<file path="src/rtl/prince_slayer_serial.sv">
// prince_slayer_serial
// Nibble-serial PRINCE substitution layer. A 64-bit state is latched on the
// input handshake. LANES nibbles per cycle are then passed through S (or
// S^-1, chosen by in_inverse at acceptance), lowest group first. The result
// is held until the downstream handshake completes.
//
// Ports
//   clk         system clock, rising edge
//   rst         synchronous active-high reset
//   in_valid    upstream presents a state
//   in_ready    block is idle and can accept a state
//   in_data     64-bit state, nibble k = bits 4k+3:4k
//   in_inverse  0: S, 1: S^-1 (sampled with in_data)
//   out_valid   out_data holds a finished result
//   out_ready   downstream accepts the result
//   out_data    substituted state
//
// state | meaning
// ------+-----------------------------------------------------------------
// IDLE  | in_ready=1, waiting for an input handshake
// BUSY  | substituting group cnt of the working register, one group per cycle
// DONE  | first cycle raises out_valid, then holds until out_ready

module prince_slayer_serial #(
    parameter int LANES = 4
) (
    input  logic        clk,
    input  logic        rst,
    input  logic        in_valid,
    output logic        in_ready,
    input  logic [63:0] in_data,
    input  logic        in_inverse,
    output logic        out_valid,
    input  logic        out_ready,
    output logic [63:0] out_data
);

    localparam int N  = 16 / LANES;
    localparam int CW = (N > 1) ? $clog2(N) : 1;
    localparam logic [CW-1:0] LAST = CW'(N - 1);

    typedef enum logic [1:0] {IDLE, BUSY, DONE} state_t;

    state_t        state;
    logic [CW-1:0] cnt;
    logic [63:0]   work;
    logic [63:0]   work_sub;
    logic          mode;
    logic [5:0]    pos;

    function automatic logic [3:0] sbox(input logic [3:0] x);
        logic [3:0] y;
        case (x)
            4'h0: y = 4'hB;  4'h1: y = 4'hF;  4'h2: y = 4'h3;  4'h3: y = 4'h2;
            4'h4: y = 4'hA;  4'h5: y = 4'hC;  4'h6: y = 4'h9;  4'h7: y = 4'h1;
            4'h8: y = 4'h6;  4'h9: y = 4'h7;  4'hA: y = 4'h8;  4'hB: y = 4'h0;
            4'hC: y = 4'hE;  4'hD: y = 4'h5;  4'hE: y = 4'hD;  default: y = 4'h4;
        endcase
        return y;
    endfunction

    function automatic logic [3:0] sbox_inv(input logic [3:0] x);
        logic [3:0] y;
        case (x)
            4'h0: y = 4'hB;  4'h1: y = 4'h7;  4'h2: y = 4'h3;  4'h3: y = 4'h2;
            4'h4: y = 4'hF;  4'h5: y = 4'hD;  4'h6: y = 4'h8;  4'h7: y = 4'h9;
            4'h8: y = 4'hA;  4'h9: y = 4'h6;  4'hA: y = 4'h4;  4'hB: y = 4'h0;
            4'hC: y = 4'h5;  4'hD: y = 4'hE;  4'hE: y = 4'hC;  default: y = 4'h1;
        endcase
        return y;
    endfunction

    // Only LANES lookups exist; cnt steers them onto the current group.
    always_comb begin
        work_sub = work;
        pos      = '0;
        for (int l = 0; l < LANES; l++) begin
            pos = 6'((int'(cnt) * LANES + l) * 4);
            work_sub[pos +: 4] = mode ? sbox_inv(work[pos +: 4]) : sbox(work[pos +: 4]);
        end
    end

    always_ff @(posedge clk) begin
        if (rst) begin
            state     <= IDLE;
            cnt       <= '0;
            work      <= '0;
            mode      <= 1'b0;
            out_valid <= 1'b0;
        end else begin
            case (state)
                IDLE: begin
                    if (in_valid) begin
                        work  <= in_data;
                        mode  <= in_inverse;
                        cnt   <= '0;
                        state <= BUSY;
                    end
                end
                BUSY: begin
                    work <= work_sub;
                    // Final group: park the counter rather than let it wrap.
                    if (cnt == LAST) begin
                        cnt   <= '0;
                        state <= DONE;
                    end else begin
                        cnt <= cnt + 1'b1;
                    end
                end
                DONE: begin
                    // out_valid is a register, so the handshake is only
                    // honoured once it has actually been presented.
                    if (!out_valid) begin
                        out_valid <= 1'b1;
                    end else if (out_ready) begin
                        out_valid <= 1'b0;
                        state     <= IDLE;
                    end
                end
                default: state <= IDLE;
            endcase
        end
    end

    assign in_ready = (state == IDLE);
    assign out_data = work;

endmodule

</file>
<file path="config.mk">
export PLATFORM = sky130hd
export DESIGN_NAME = prince_slayer_serial
export DESIGN_NICKNAME = d
export VERILOG_FILES = /design/src/rtl/prince_slayer_serial.sv
export SDC_FILE = /design/constraint.sdc
export NUM_CORES = 1
export LEC_CHECK = 0
export ABC_CLOCK_PERIOD_IN_PS = 3000
export CORE_ASPECT_RATIO = 1.75
export CORE_MARGIN = 1
export CORE_UTILIZATION = 36
export CTS_CLUSTER_DIAMETER = 30
export DETAILED_ROUTE_END_ITERATION = 6
export PLACE_DENSITY = 0.62
export RECOVER_POWER = 100
export REMOVE_ABC_BUFFERS = 1
export SLEW_MARGIN = 20
export SYNTH_ARGS = -nofsm -noshare
export SYNTH_HDL_FRONTEND = slang
export SYNTH_SLANG_ARGS = --single-unit
export TNS_END_PERCENT = 20
</file>
<file path="constraint.sdc">
create_clock -name clk -period 3 [get_ports clk]
set_clock_uncertainty 0.05 [all_clocks]
set_input_delay 0.9 -clock clk [delete_from_list [all_inputs] [get_ports clk]]
set_output_delay 0.9 -clock clk [all_outputs]
set_load 0.02 [all_outputs]
</file>
==> results.md <==
* CP max stage cell: mux4_2
* Slew Viols, Final at 0
* Post-DR vias/cell at ~6.0
* R2R depth at 9
* H-tree depth at 3
* Yosys reg bits at 70
* Share of layout cells above drive strength 1 at 0.128
* Cell Area, Synth at 4760 um2
* Cts repair resizes at 0
* Worst path max stage delay at between 600 and 700 ps
* RSZ-0062 raised after global routing: no
* Minimum clock period at between 2000 and 3000 ps
* Placed cells at 836
* Initial Utilization at 0.368
* First-pass GRT wire length at between 20,000 and 30,000 um
* Post-synth top area cell: dfxtp_1
* Startpoint Class: flip-flop
* Synthesized area per cell at 8.57 um2
* Clock Path Buffers at 2
* Die Wd at ~90 um
* Simple-gate share of the synthesized area at 0.141
* Compound-Gate Fraction of Synth Area at 0.318
* Residual DRC at 0
* GPL Wtd Cong at 0.880
* Setup violators final at 0
* Worst EP arrival at 2980 ps
* Synth cell types at 60
* Synth Area in Adders at 0.0658
* Synth top area share at 0.295
* Final Hold Vio Count at 0
* Die height at between 150 and 200 um
* Dpl hpwl at about 13,000 um
* Post-layout util at 0.508
* P per Cell Area at around 490 nW/um2
* Root Driver: clkbuf_16
* Critical Path Fanout Max at 22
* Status: finished, final reports clean
* GR Overflow Total at 0
* Max-Cap Viols at 0
* VDD IR-drop max at 271 uV
* Syn Inst Count at between 500 and 600
* Power share of the clock group at 0.299
* P_sw at 1160 uW
* TritonCTS buffer count at 9
* Largest family of logic cells by synthesized area: compound AO/OA/AOI/OAI gates
* Largest net degree at the start of global routing at 71
* Core Region at between 10,000 and 15,000 um2
* Synth Area in XOR/XNOR at 0
* Initial antenna violation count at 0
* Finished Layout Cells at approximately 850
* Ordered cell list for the critical path: buf_12 -> mux4_2 -> inv_1 -> ha_1 -> nor2_1 -> or4b_1 -> o21ai_1 -> o21ai_0 -> a211oi_2
* Crit share post-route at 0.921
* Final layout net count at 770
* Gate power share at 0.363
* TritonRoute pass-1 iters at 4
* CTS tree: built
* Drt total wl at ~18,000 um
* Share of async-settable or async-resettable flops after synthesis at 0
* HP Class: reg -> reg
* Hold-fix buffers, CTS at 0
* Antenna-violating nets left at 0
* Min-Delay Path Depth at 2
* Switching share of total power at 0.356
* Iter 0 DRT Violations at between 300 and 400
* Vias in the first global route at ~5,000
* Gr usage total at 0.266
* Routed WL per cell at about 21 um
* Setup Buffers After CTS at 0
* Req. time, crit path at between 3000 and 4000 ps
* Pint at around 2100 uW
* Mux share of post-synthesis cell area at 0.122
* Power Total at 3250 uW
* Ports at about 140
* Area Overhead vs Synth at 38.3%
* Fill count at roughly 1,300
* Crit Path Class: reg -> reg
* Slew of the pin with the lowest slew margin at about 740 ps
* Synth area leaders: dfxtp_1 (29%), mux4_2 (7.6%), a211oi_1 (7.4%)
* CTS sink count at 70
* Die ar. at about 14,000 um2
* Fmax at between 300 and 400 MHz
* Ys Warns at 0
* Clock Latency Late Sink at 340 ps
* Element type at the critical path end: flip-flop
* Port bufs at between 100 and 150
* Site row count at 55
* Via count at between 5,000 and 6,000
* ANT cells at 0
* EDFF count, synth at 0
* Main synth FF type: dfxtp_1
* Clock-pin slew on the worst setup and hold paths at 60 ps
* Worst slew margin at 0.506
* Sequential power share at 0.338
* Static leakage at between 0.002 and 0.003 uW
* Sequential fraction of the synthesis area at 0.295
==> kinds of logic after synthesis <==
group	Yosys count
compound gates	212
simple gates	148
flops	70
buf+inv	63
mux	37
fa+ha+maj	25
==> sequential cells by signal, indices dropped and copies added (netlist names) <==
register and cells:
mode 1, out_data 64, cnt 2, out_valid 1, state 2
==> synth_stat cells (3+ instances only) <==
| library cell | instances |
|---|---|
| a211oi_1 | 47 |
| a211oi_2 | 4 |
| a21bo_2 | 3 |
| a21o_1 | 4 |
| a21oi_1 | 55 |
| a221oi_1 | 12 |
| a221oi_2 | 3 |
| a22oi_1 | 5 |
| a32oi_1 | 3 |
| and2_1 | 4 |
| buf_2 | 5 |
| buf_6 | 4 |
| clkbuf_1 | 36 |
| dfxtp_1 | 70 |
| ha_1 | 25 |
| inv_1 | 15 |
| mux2_2 | 9 |
| mux2i_1 | 12 |
| mux4_2 | 16 |
| nand2_1 | 20 |
| nand3_1 | 7 |
| nor2_1 | 82 |
| nor3_1 | 16 |
| nor3b_1 | 3 |
| o211ai_1 | 17 |
| o21ai_0 | 27 |
| o21ai_1 | 5 |
| o21ba_2 | 4 |
==> path summary, 6_finish.rpt <==
check / endpoint / start / slack [ps]
worst min register to register: out_data[3] / out_data[3] / 450
worst max-delay path: out_data[58] / cnt[0] / 240
worst min-delay path: out_data[3] / out_data[3] / 450
worst max register to register: out_data[58] / cnt[0] / 240
==> layout make-up <==
class	count	area, um2	share of cell area
clock inverter	4	23.8	0.00361
clock buffer	12	236	0.0360
timing repair buffer	157	1560	0.237
inverter	16	60.1	0.00913
tap	171	214	0.0325
multi-input combinational	422	3080	0.469
sequential	70	1400	0.213
==> layout by cell type, fill, tap and decap left out, drive strengths merged, types with 7 or more instances in the layout <==
cell and instances:
a211oi 51, a21oi 55, a221oi 15, buf 24
clkbuf 12, clkdlybuf4s50 65, dfxtp 70, dlygate4sd3 68
ha 25, inv 15, mux2 9, mux2i 12
mux4 16, nand2 20, nand3 7, nor2 82
nor3 16, o211ai 18, o21ai 33
==> worst max-delay path, delay by kind of cell (launching register included) <==
family	cells	cell delay [ps]
and+or+nand+nor	2	500
adders and majority gates	1	220
AOI/OAI and AO/OA	3	560
DFF	1	370
buffers and inverters	2	340
muxes	1	630
==> stage by stage <==
stage | setup TNS [ps] | hold slack [ps] | cell area, um2 | setup WS, ps
after floorplan | -487 | 510 | 4540 | -90.3
after global placement | 0 | 428 | 6320 | 275
after detailed placement | 0 | 448 | 6320 | 188
after CTS | 0 | 459 | 6580 | 170
after global routing | 0 | 475 | 6580 | 67.5
final | 0 | 452 | 6580 | 238
==> routing by layer <==
layer	share of wire	GRT usage	wire (um)	vias to the layer above
met5	0	0	0	-
met4	0.043	0.140	761	0
met3	0.057	0.0435	1010	60
met2	0.54	0.477	9630	231
met1	0.36	0.289	6380	2446
li1	-	-	-	2336
==> power by group through the flow <==
stage	combinational, uW	sequential (uW)	clock [uW]
floorplan	595	1210	0
global placement	1180	1120	0
detailed placement	1200	1120	0
global route	1280	1110	1020
CTS	1210	1100	982
finish	1180	1100	972
No activity file was read; power rests on OpenSTA's default activity.
